$ cat src/rtl/whack_pkg.sv
// Shared types and constants for the whack-a-mole score sequencer.
package whack_pkg;

    typedef enum logic [2:0] {
        ST_IDLE,
        ST_CLEAR,
        ST_PLAY,
        ST_COOL,
        ST_OVER
    } state_t;

    localparam int         N_LANES_DEF      = 4;
    localparam int         GAME_SECONDS_DEF = 30;
    localparam logic [7:0] SCORE_MAX        = 8'd255;

endpackage

$ cat src/rtl/score_sequencer_rr_arbiter.sv
// Round-robin lane picker: the search starts just after the last lane served.
module rr_arbiter
    import whack_pkg::*;
#(
    parameter int N_LANES = N_LANES_DEF
) (
    input  logic               clk,
    input  logic               reset,
    input  logic [N_LANES-1:0] req,
    input  logic               advance,
    output logic [N_LANES-1:0] gnt
);

    localparam int PW = (N_LANES > 1) ? $clog2(N_LANES) : 1;

    logic [PW-1:0] last;
    logic [PW-1:0] pick;

    function automatic logic [PW-1:0] next_lane(input logic [N_LANES-1:0] r,
                                                input logic [PW-1:0]      from);
        logic [PW-1:0] sel;
        logic          found;
        sel   = from;
        found = 1'b0;
        for (int i = 1; i <= N_LANES; i++) begin
            int idx;
            idx = int'(from) + i;
            if (idx >= N_LANES) idx = idx - N_LANES;
            if (!found && r[PW'(idx)]) begin
                found = 1'b1;
                sel   = PW'(idx);
            end
        end
        return sel;
    endfunction

    assign pick = next_lane(req, last);

    always_comb begin
        gnt = '0;
        if (|req) gnt[pick] = 1'b1;
    end

    // Pointer resets to the top lane so lane 0 is searched first.
    always_ff @(posedge clk or posedge reset) begin
        if (reset) last <= PW'(N_LANES - 1);
        else if (advance && |req) last <= pick;
    end

endmodule

$ cat src/rtl/score_sequencer.sv
// Round sequencer: clears the score, serves hit/miss lanes round-robin with a
// two-cycle cooldown so the external counter settles, and times the round out.
module score_sequencer
    import whack_pkg::*;
#(
    parameter int N_LANES      = N_LANES_DEF,
    parameter int GAME_SECONDS = GAME_SECONDS_DEF
) (
    input  logic               clk,
    input  logic               reset,
    input  logic               start,
    input  logic               tick_1hz,
    input  logic [N_LANES-1:0] hit,
    input  logic [N_LANES-1:0] miss,
    input  logic [7:0]         count_in,
    output logic               clr,
    output logic               inc,
    output logic               dec,
    output logic [N_LANES-1:0] grant,
    output logic [7:0]         seconds_left,
    output logic               playing,
    output logic               game_over
);

    state_t             state, state_nxt;
    logic               cool_cnt, cool_nxt;
    logic [N_LANES-1:0] hit_pend, miss_pend, hit_nxt, miss_nxt;
    logic [N_LANES-1:0] arb_gnt, grant_nxt;
    logic [7:0]         sec_nxt;
    logic               clr_nxt, inc_nxt, dec_nxt;
    logic               in_round;

    assign in_round  = (state == ST_PLAY) || (state == ST_COOL);
    assign playing   = in_round;
    assign game_over = (state == ST_OVER);

    rr_arbiter #(.N_LANES(N_LANES)) u_arb (
        .clk     (clk),
        .reset   (reset),
        .req     (hit_pend | miss_pend),
        .advance (state == ST_PLAY),
        .gnt     (arb_gnt)
    );

    always_comb begin
        state_nxt = state;
        cool_nxt  = cool_cnt;
        sec_nxt   = seconds_left;
        hit_nxt   = hit_pend;
        miss_nxt  = miss_pend;
        clr_nxt   = 1'b0;
        inc_nxt   = 1'b0;
        dec_nxt   = 1'b0;
        grant_nxt = '0;
        case (state)
            ST_IDLE, ST_OVER: begin
                if (start) begin
                    state_nxt = ST_CLEAR;
                    sec_nxt   = 8'(GAME_SECONDS);
                    hit_nxt   = '0;
                    miss_nxt  = '0;
                    clr_nxt   = 1'b1;
                end
            end
            ST_CLEAR: state_nxt = ST_PLAY;
            ST_PLAY: begin
                if (|(hit_pend | miss_pend)) begin
                    grant_nxt = arb_gnt;
                    state_nxt = ST_COOL;
                    cool_nxt  = 1'b0;
                    // A hit outranks a miss on the same lane; saturated requests are dropped.
                    if (|(arb_gnt & hit_pend)) begin
                        inc_nxt = (count_in != SCORE_MAX);
                        hit_nxt = hit_pend & ~arb_gnt;
                    end else begin
                        dec_nxt  = (count_in != 8'd0);
                        miss_nxt = miss_pend & ~arb_gnt;
                    end
                end
            end
            ST_COOL: begin
                if (cool_cnt) state_nxt = ST_PLAY;
                else cool_nxt = 1'b1;
            end
            default: state_nxt = ST_IDLE;
        endcase

        // New pulses are merged after service so a same-cycle set beats the clear.
        if (in_round || state == ST_CLEAR) begin
            hit_nxt  = hit_nxt | hit;
            miss_nxt = miss_nxt | (miss & ~hit);
        end

        if (in_round && tick_1hz) begin
            if (seconds_left <= 8'd1) begin
                sec_nxt   = 8'd0;
                state_nxt = ST_OVER;
                hit_nxt   = '0;
                miss_nxt  = '0;
            end else begin
                sec_nxt = seconds_left - 8'd1;
            end
        end
    end

    always_ff @(posedge clk or posedge reset) begin
        if (reset) begin
            state        <= ST_IDLE;
            cool_cnt     <= 1'b0;
            hit_pend     <= '0;
            miss_pend    <= '0;
            seconds_left <= 8'd0;
            clr          <= 1'b0;
            inc          <= 1'b0;
            dec          <= 1'b0;
            grant        <= '0;
        end else begin
            state        <= state_nxt;
            cool_cnt     <= cool_nxt;
            hit_pend     <= hit_nxt;
            miss_pend    <= miss_nxt;
            seconds_left <= sec_nxt;
            clr          <= clr_nxt;
            inc          <= inc_nxt;
            dec          <= dec_nxt;
            grant        <= grant_nxt;
        end
    end

endmodule

$ cat config.mk
export PLATFORM = sky130hd
export DESIGN_NAME = score_sequencer
export DESIGN_NICKNAME = d
export VERILOG_FILES = /design/src/rtl/whack_pkg.sv /design/src/rtl/score_sequencer_rr_arbiter.sv /design/src/rtl/score_sequencer.sv
export SDC_FILE = /design/constraint.sdc
export NUM_CORES = 1
export LEC_CHECK = 0
export CORE_UTILIZATION = 54
export CTS_CLUSTER_SIZE = 28
export DETAILED_ROUTE_END_ITERATION = 10
export PLACE_DENSITY = 0.87
export SYNTH_ARGS = -nofsm -noshare
export SYNTH_HDL_FRONTEND = slang
export SYNTH_SLANG_ARGS = --single-unit
$ cat constraint.sdc
create_clock -name clk -period 3.12 [get_ports clk]
set_input_delay 0.624 -clock clk [delete_from_list [all_inputs] [get_ports clk]]
set_output_delay 0.624 -clock clk [all_outputs]
set_load 0.02 [all_outputs]
---- Yosys cells after proc, flatten, opt, wreduce, memory -nomap -nowiden ----
Index checks and enable logic that the tools add are counted.
cells by class
  add/subtract/negate cells ............... 9
  magnitude comparators ................... 11
  equal/unequal tests ..................... 6
  mux-type cells .......................... 62
  bitwise operators ....................... 9
  reductions and logical operators ........ 21
operator list
  operator             count
  $mux 4               15
  $mux 8               4
  $mux 1               21
  $and 4x4->4          4
  $lt 2x4->1 const B   4
  $mux 2               8
  $pmux 4 s2           2
  $mux 3               5
  $or 4x4->4           3
  $pmux 3 s4           1
  $ge 3x3->1 const B   3
  $bmux 1 s2           4
  $le 8x1->1 const B   1
  $ne 8x8->1 const B   1
  $not 4->4            2
  $reduce_bool 8->1    1
  $reduce_or 4->1      2
  $sub 2x1->2 const B  4
  $sub 8x1->8 const B  1
  $add 2x2->3 const B  2
  $eq 3x2->1 const B   2
  $logic_and 1x1->1    6
  $reduce_bool 2->1    3
  $add 2x3->4 const B  1
  other kinds (14)     18
storage, ports and cells
  bits in registers ....................... 29
  input port bits ......................... 20
  output and inout port bits .............. 17
  logic and storage cells ................. 128

---- Longest topological paths before layout ----
Gate-level depths: netlist of the first run.
  word-level depth ........................ 30
  mapped depth ............................ 7
  mapped depth without buffers ............ 7

---- Cells and area by module ----
From an unflattened synthesis of the first run, not the netlist that was laid out.
second synthesis, totals
  cell total of the unflattened synthesis .. 171
  area total of the unflattened synthesis .. 1645.3 um^2
modules (own cells, without submodules)
  module           times used  cells an instance  area each (um^2)  seq. area each (um^2)
  score_sequencer  1           140                1400.1            675.6
  rr_arbiter       1           31                 245.2             52.6

---- Least setup slack after synthesis of the first run ----
OpenSTA, ideal clock, no wires.
  kind .................................... reg-to-reg
  from .................................... reg seconds_left[4]
  to ...................................... reg hit_pend[2]
  setup time .............................. 122 ps
  data arrival time ....................... 1803 ps
  required time ........................... 2998 ps
  setup slack ............................. 1195 ps
  stages on the path, launching flop included .. 6
  buffers on the path ..................... 1
  clock period less this slack ............ 1925 ps
  path through ............................ dfrtp_1 or3_1 buf_6 nor4_4 nor2_2 a32o_1
between the ends
  cells in the longest elaborated chain, start to end .. 3
ends and longest elaborated chain
  item                      line                    source
  start: declaration        score_sequencer.sv:20   output logic [7:0] seconds_left,
  start signal: assignment  score_sequencer.sv:122  seconds_left <= sec_nxt;
  $le 8x1->1                score_sequencer.sv:95   if (seconds_left <= 8'd1) begin
  $mux 4                    score_sequencer.sv:95
  $mux 4                    score_sequencer.sv:94   if (in_round && tick_1hz) begin
  net hit_nxt[2]            score_sequencer.sv:27   logic [N_LANES-1:0] hit_pend, miss_pend, hit_nxt, miss_nxt;
  end signal: assignment    score_sequencer.sv:120  hit_pend <= hit_nxt;
  end: declaration          score_sequencer.sv:27
The timed path passes the listed nets, and every way through them passes these cells.
A chain may end at the register's enable or synchronous reset.

---- Worst setup path after layout of the first run ----
  from .................................... reg state[1]
  to ...................................... out game_over
between the ends
  cells in the longest elaborated chain, start to end .. 1
ends and longest elaborated chain
  item                      line                    source
  start: declaration        score_sequencer.sv:25   state_t state, state_nxt;
  start signal: assignment  score_sequencer.sv:118  state <= state_nxt;
  $eq 3x3->1                score_sequencer.sv:35   assign game_over = (state == ST_OVER);
  end: declaration          score_sequencer.sv:22   output logic game_over
Every way passes these cells.

==> impl_metrics.env, run 1 <==
export IMPL_min_path_cells=1
export IMPL_pwr_share_clk_pct=12.4
export IMPL_diodes=0
export IMPL_n_fill_cell=214
export IMPL_wl_um=4240
export IMPL_reg2regPathDepth=4
export IMPL_viasPerCell=6.52
export IMPL_path_cells="nor2_1 > and2_1 > clkdlybuf4s50_1"
export IMPL_drive_gt1_share_pct=10.9
export IMPL_cts_tree="yes"
export IMPL_die_w_um=57.7
export IMPL_die_area_um2=3330
export IMPL_clk_pin_slew_worst_paths_ns=0.10
export IMPL_core_um2=2850
export IMPL_critPathMaxFanout=6
export IMPL_critPathMaxStageDelay_ns=0.61
export IMPL_gp_congestion=0.964
export IMPL_arrival_ns=1.89
export IMPL_worst_path_stages=3
export IMPL_synth_cell_types=53
export IMPL_crit_required_ns=2.50
export IMPL_cts_htree_levels=2
export IMPL_ioPinCount=37
export IMPL_setup_violations=0
export IMPL_power_leakage_nw=0.850
export IMPL_drtAntennaViolNets=0
export IMPL_yosysSeqAreaShare_pct=43.4
export IMPL_syn_cell_area_um2=1680
export IMPL_min_path_type="flop to flop"
export IMPL_clock_sinks=29
export IMPL_reg2reg_to="hit_pend[2]"
export IMPL_layout_min_cycle_time_ns=2.51
export IMPL_yosys_area_share_simple_pct=26.2
export IMPL_grt_setup_unrepaired="no"
export IMPL_min_delay_start="seconds_left[7]"
export IMPL_maxCapViolCount=0
export IMPL_crit_family="buffers and inverters"
export IMPL_port_buffers=36
export IMPL_cts_made_buffers=5
export IMPL_synth_xor_area_share_pct=0
export IMPL_place_hpwl_um=3240
export IMPL_p_comb_share_pct=53.3
export IMPL_ys_top_cells_by_area="dfrtp_1 40%, o21ai_0 3.9%, dfstp_2 3.1%"
export IMPL_fin_crit_sh_pct=80.5
export IMPL_clkLatencyLatePin_ns=0.35
export IMPL_grt_max_degree=30
export IMPL_min_to="seconds_left[7]"
export IMPL_row_count=19
export IMPL_yosys_register_bits=29
export IMPL_async_flop_share_pct=100
export IMPL_critPathBufInv=1
export IMPL_r2r_start="seconds_left[4]"
export IMPL_synth_edf_count=0
export IMPL_synth_top_area_share_pct=40.3
export IMPL_hold_ws_ns=0.546
export IMPL_swShare_pct=45.7
export IMPL_failed_checks="DRC"
export IMPL_area_growth_pct=26.9
export IMPL_antenna_found_initial=0
export IMPL_slowest_stage="clkdlybuf4s50_1"
export IMPL_num_nets_final=241
export IMPL_clockBufferDepth=2
export IMPL_p_seq_share_pct=34.3
export IMPL_wl_per_cell_um=16.9
export IMPL_clock_skew_ns=0.0132
export IMPL_hold_viol=0
export IMPL_syn_avg_cell_area_um2=9.31
export IMPL_yosysMostFrequentCell="dfrtp_1"
export IMPL_timing_reg2reg_setup_slack_ns=1.05
export IMPL_initial_utilization_pct=58.8
export IMPL_drc_errors=1
export IMPL_synth_ff_type="dfrtp_1"
export IMPL_ys_warnings_count=0
export IMPL_synth_fp_nets=202
export IMPL_fin_tns_setup_ns=0
export IMPL_grtUsageTotal_pct=28.3
export IMPL_vias=1636
export IMPL_synth_mux_area_share_pct=0
export IMPL_synth_fa_ha_area_share_pct=1.49
export IMPL_grt_pass1_vias=1584
export IMPL_holdBufCountCts=0
export IMPL_start_kind="flop"
export IMPL_drt_iter0_drc=89
export IMPL_fp_dieH_um=57.7
export IMPL_power_density_nw_per_um2=1010
export IMPL_crit_type="flop to primary output"
export IMPL_grt_overflow=0
export IMPL_ys_top_cells_by_count="27 x dfrtp_1, 14 x nand2_1, 14 x nor2_1"
export IMPL_slew_headroom_pct=58.9
export IMPL_timing_fmax_mhz=398
export IMPL_status="finished, violations left"
export IMPL_crit_path_end_kind="primary output"
export IMPL_synth_compound_area_share_pct=25.1
export IMPL_post_cts_buffers=0
export IMPL_netlist_top_cell_by_area="dfrtp_1"
export IMPL_worst_pin_slew_ns=0.612
export IMPL_p_int_mw=1.16
export IMPL_cts_root_buf="clkbuf_4"
export IMPL_ctsResizeCount=0
export IMPL_dr_pass1_iters=10
export IMPL_syn_inst=180
export IMPL_grt_pass1_wl_um=7110
export IMPL_synth_top_family_by_area="simple AND/OR/NAND/NOR gates"
export IMPL_ir_drop_uv=634
export IMPL_slew_viol_final=0
export IMPL_p_switching_mw=0.979
## per-layer routing
metal / GRT usage (%) / vias to the layer above / share of wire (%) / wire length (um)
met2: 46.7 / 78 / 49 / 2090
li1: - / 773 / - / -
met5: 0 / - / 0 / 0
met1: 35.4 / 774 / 42 / 1770
met4: 14.3 / 0 / 2.2 / 93
met3: 6.03 / 11 / 6.9 / 292
## worst reg2reg max path, delay by kind of cell (launching register included)
kind	cells	cell delay [ns]
DFF	1	0.45
and+or+nand+nor	3	1.23
AOI/OAI and AO/OA	1	0.29
## cell type report
class                   count  area [um^2]  area share, %
multi-input cells         137          886           41.6
clock buffers               7         65.1           3.06
inverters                   8         30.0           1.41
well taps                  31         38.8           1.82
repair buffers             38          375           17.6
clock inverters             1         5.00          0.235
flip-flops and latches     29          728           34.2
## registers in the layout, indices dropped and copies added, names as in the netlist
name,flops
inc,1
u_arb.last,2
hit_pend,4
clr,1
seconds_left,8
cool_cnt,1
grant,4
dec,1
state,3
miss_pend,4
## how the worst max path moves through the flow
stage                                from           end
after floorplan           seconds_left[4]   hit_pend[2]
after global placement              start  miss_pend[3]
after detailed placement            start  miss_pend[3]
after CTS                        state[1]     game_over
after global routing             state[1]     game_over
final                            state[1]     game_over
## power groups by stage
| stage | logic, mW | registers, mW | clock network (mW) |
|---|---|---|---|
| 6_report | 1.14 | 0.734 | 0.265 |
| 2_1_floorplan | 0.737 | 0.750 | 0 |
| 3_3_place_gp | 1.11 | 0.725 | 0 |
| 3_5_place_dp | 1.13 | 0.737 | 0 |
| 4_1_cts | 1.14 | 0.729 | 0.274 |
| 5_1_grt | 1.25 | 0.754 | 0.285 |
## placed cells by master, fill, tap and decap left out, types with 3 or more instances in the layout
cell type / netlist / layout
a21oi_1: 10 / 10
a311oi_1: 3 / 3
a32o_1: 4 / 4
and3_1: 3 / 3
clkbuf_4: 0 / 5
clkdlybuf4s50_1: 0 / 36
dfrtp_1: 27 / 27
inv_1: 8 / 8
nand2_1: 14 / 14
nand3_1: 5 / 5
nand3b_1: 3 / 3
nand4_1: 3 / 3
nor2_1: 14 / 14
nor3_1: 8 / 8
nor4_1: 4 / 4
nor4b_1: 3 / 3
o21ai_0: 13 / 13
o311ai_0: 3 / 3
o31ai_1: 5 / 5
o41ai_1: 3 / 3
or4_1: 3 / 3
## logic make-up (layout without fill, tap and decap cells)
| group | count (synthesis) | in the layout |
|---|---|---|
| AOI/OAI and AO/OA | 59 | 59 |
| adders and majority gates | 2 | 2 |
| buffers and inverters | 14 | 54 |
| DFF | 29 | 29 |
| and+or+nand+nor | 76 | 76 |
## through the flow
step | setup WS [ns] | cells | util, % | area (um^2) | power, mW
6_report | 0.607 | 251 | 74.6 | 2130 | 2.14
5_1_grt | 0.519 | 251 | 74.6 | 2130 | 2.29
4_1_cts | 0.595 | 251 | 74.6 | 2130 | 2.14
3_5_place_dp | 0.636 | 243 | 72.1 | 2060 | 1.87
3_3_place_gp | 0.741 | 243 | 72.1 | 2060 | 1.83
2_1_floorplan | 1.20 | 180 | - | 1680 | 1.49
Power figures use the tool's default switching activity.
==> run 2: changes to the inputs <==
Settings changed: CORE_UTILIZATION 54 to 45, PLACE_DENSITY 0.87 to 0.77.
Clock period 3.12 ns to 2.2 ns, I/O delays scaled along.
==> impl_metrics.env, run 2 (same netlist as run 1, synthesis figures left out) <==
export IMPL_viasPerCell=6.23
export IMPL_crit_required_ns=1.76
export IMPL_worst_pin_slew_ns=0.621
export IMPL_grtUsageTotal_pct=23.7
export IMPL_crit_path_end="playing"
export IMPL_top_layer_used="met4"
export IMPL_fin_tns_setup_ns=0
export IMPL_ioPinCount=37
export IMPL_fin_util_pct=64.2
export IMPL_drc_errors=0
export IMPL_drt_iter0_drc=107
export IMPL_grt_setup_unrepaired="no"
export IMPL_arrival_ns=1.67
export IMPL_route_met3_wl_um=363
export IMPL_dr_pass1_iters=6
export IMPL_wl_met2_um=2160
export IMPL_final_common_cell="clkdlybuf4s50_1"
export IMPL_fp_dieH_um=63.0
export IMPL_hold_viol=0
export IMPL_initial_utilization_pct=48.7
export IMPL_wl_per_cell_um=16.5
export IMPL_die_w_um=63.0
export IMPL_crit_path_start="state[2]"
export IMPL_min_path_type="flop to flop"
export IMPL_wl_um=4490
export IMPL_core_um2=3440
export IMPL_drive_gt1_share_pct=13.3
export IMPL_slew_headroom_pct=58.1
export IMPL_critPathMaxFanout=9
export IMPL_row_count=21
export IMPL_clock_skew_ns=0.00324
export IMPL_met1_length_um=1920
export IMPL_port_buffers=36
export IMPL_cts_tree="yes"
export IMPL_timing_fmax_mhz=474
export IMPL_largest_reg_flops=8
export IMPL_gp_congestion=0.946
export IMPL_grt_max_degree=30
export IMPL_largest_register="seconds_left"
export IMPL_grt_overflow=0
export IMPL_crit_type="flop to primary output"
export IMPL_maxCapViolCount=0
export IMPL_clockBufferDepth=2
export IMPL_area_growth_pct=31.8
export IMPL_clk_pin_slew_worst_paths_ns=0.06
export IMPL_cts_made_buffers=5
export IMPL_antenna_found_initial=0
export IMPL_die_area_um2=3970
export IMPL_layout_min_cycle_time_ns=2.11
export IMPL_fin_crit_sh_pct=95.9
export IMPL_start_kind="flop"
export IMPL_final_cell_mix="35 x clkdlybuf4s50_1, 27 x dfrtp_1, 14 x nand2_1, 13 x o21ai_0, 13 x nor2_1"
export IMPL_power_leakage_nw=0.901
export IMPL_num_nets_final=247
export IMPL_cts_htree_levels=2
export IMPL_vias=1694
export IMPL_status="finished, final reports clean"
export IMPL_clkLatencyLatePin_ns=0.28
export IMPL_r2r_start="hit_pend[0]"
export IMPL_clock_sinks=29
export IMPL_grt_pass1_vias=1534
export IMPL_power_density_nw_per_um2=1420
export IMPL_setup_violations=0
export IMPL_reg2reg_to="hit_pend[3]"
export IMPL_post_cts_buffers=0
export IMPL_reg2regPathDepth=5
export IMPL_diodes=0
export IMPL_drtAntennaViolNets=0
export IMPL_ir_drop_uv=663
export IMPL_cts_root_buf="clkbuf_8"
export IMPL_place_hpwl_um=3380
export IMPL_crit_path_end_kind="primary output"
export IMPL_grt_pass1_wl_um=7350
export IMPL_timing_reg2reg_setup_slack_ns=0.17
export IMPL_slew_viol_final=0
export IMPL_n_fill_cell=293
==> run 2: cell count changes in the layout (fill, tap and decap cells not counted), sizes merged <==
cell | previous run | this run
clkinv | 1 | 2
buf | 2 | 8
clkbuf | 7 | 6
clkdlybuf4s50 | 36 | 35
dlymetal6s2s | 0 | 1
==> run 2: report_power, final <==
group          total, mW  switching (mW)  internal, mW
Clock              0.406           0.187         0.218
Combinational       1.70           0.960         0.738
Sequential          1.04           0.274         0.765
==> run 2: area by class of cell <==
| cell class | count | area, um^2 | share of cell area (%) |
|---|---|---|---|
| tap | 46 | 57.6 | 2.60 |
| multi-input combinational | 137 | 888 | 40.2 |
| clock inverter | 2 | 10.0 | 0.453 |
| sequential | 29 | 728 | 33.0 |
| inverter | 8 | 30.0 | 1.36 |
| timing repair buffer | 44 | 423 | 19.1 |
| clock buffer | 6 | 72.6 | 3.28 |
==> run 2: routing by layer <==
layer | global-route usage, % | vias up
met3 | 7.85 | 9
met1 | 30.9 | 811
met5 | 0 | -
met2 | 38.2 | 89
li1 | - | 785
met4 | 4.65 | 0
==> run 2: worst min path at each step <==
stage,cells past startpoint,to,slack [ns],from
2_1_floorplan,1,cool_cnt,0.46,cool_cnt
5_1_grt,1,cool_cnt,0.52,cool_cnt
6_report,1,cool_cnt,0.50,cool_cnt
4_1_cts,1,cool_cnt,0.50,cool_cnt
3_3_place_gp,1,cool_cnt,0.48,cool_cnt
3_5_place_dp,1,cool_cnt,0.48,cool_cnt
==> run 2: through the flow <==
step / setup WS [ns] / hold slack, ns / power (mW) / cell area (um^2) / std cells
final: 0.0902 / 0.497 / 3.14 / 2210 / 272
after global routing: 0.00194 / 0.521 / 3.36 / 2210 / 272
after CTS: 0.0499 / 0.499 / 3.13 / 2210 / 272
after detailed placement: 0.103 / 0.481 / 2.72 / 2120 / 264
after global placement: 0.139 / 0.480 / 2.66 / 2120 / 264
after floorplan: 0.275 / 0.457 / 2.11 / 1680 / 180
==> run 2: repair_timing <==
item | 4_1_cts | 5_1_grt
endpoints found under the setup margin | 1 | 1
gates resized for setup | 1 | 1
gates cloned | 0 | 0
hold buffers | 0 | 0
==> run 2: critical path, stage by stage, from the launching register on <==
cell and delay (ns):
dfrtp_1 0.47, nor2b_1 0.27, clkdlybuf4s50_1 0.65
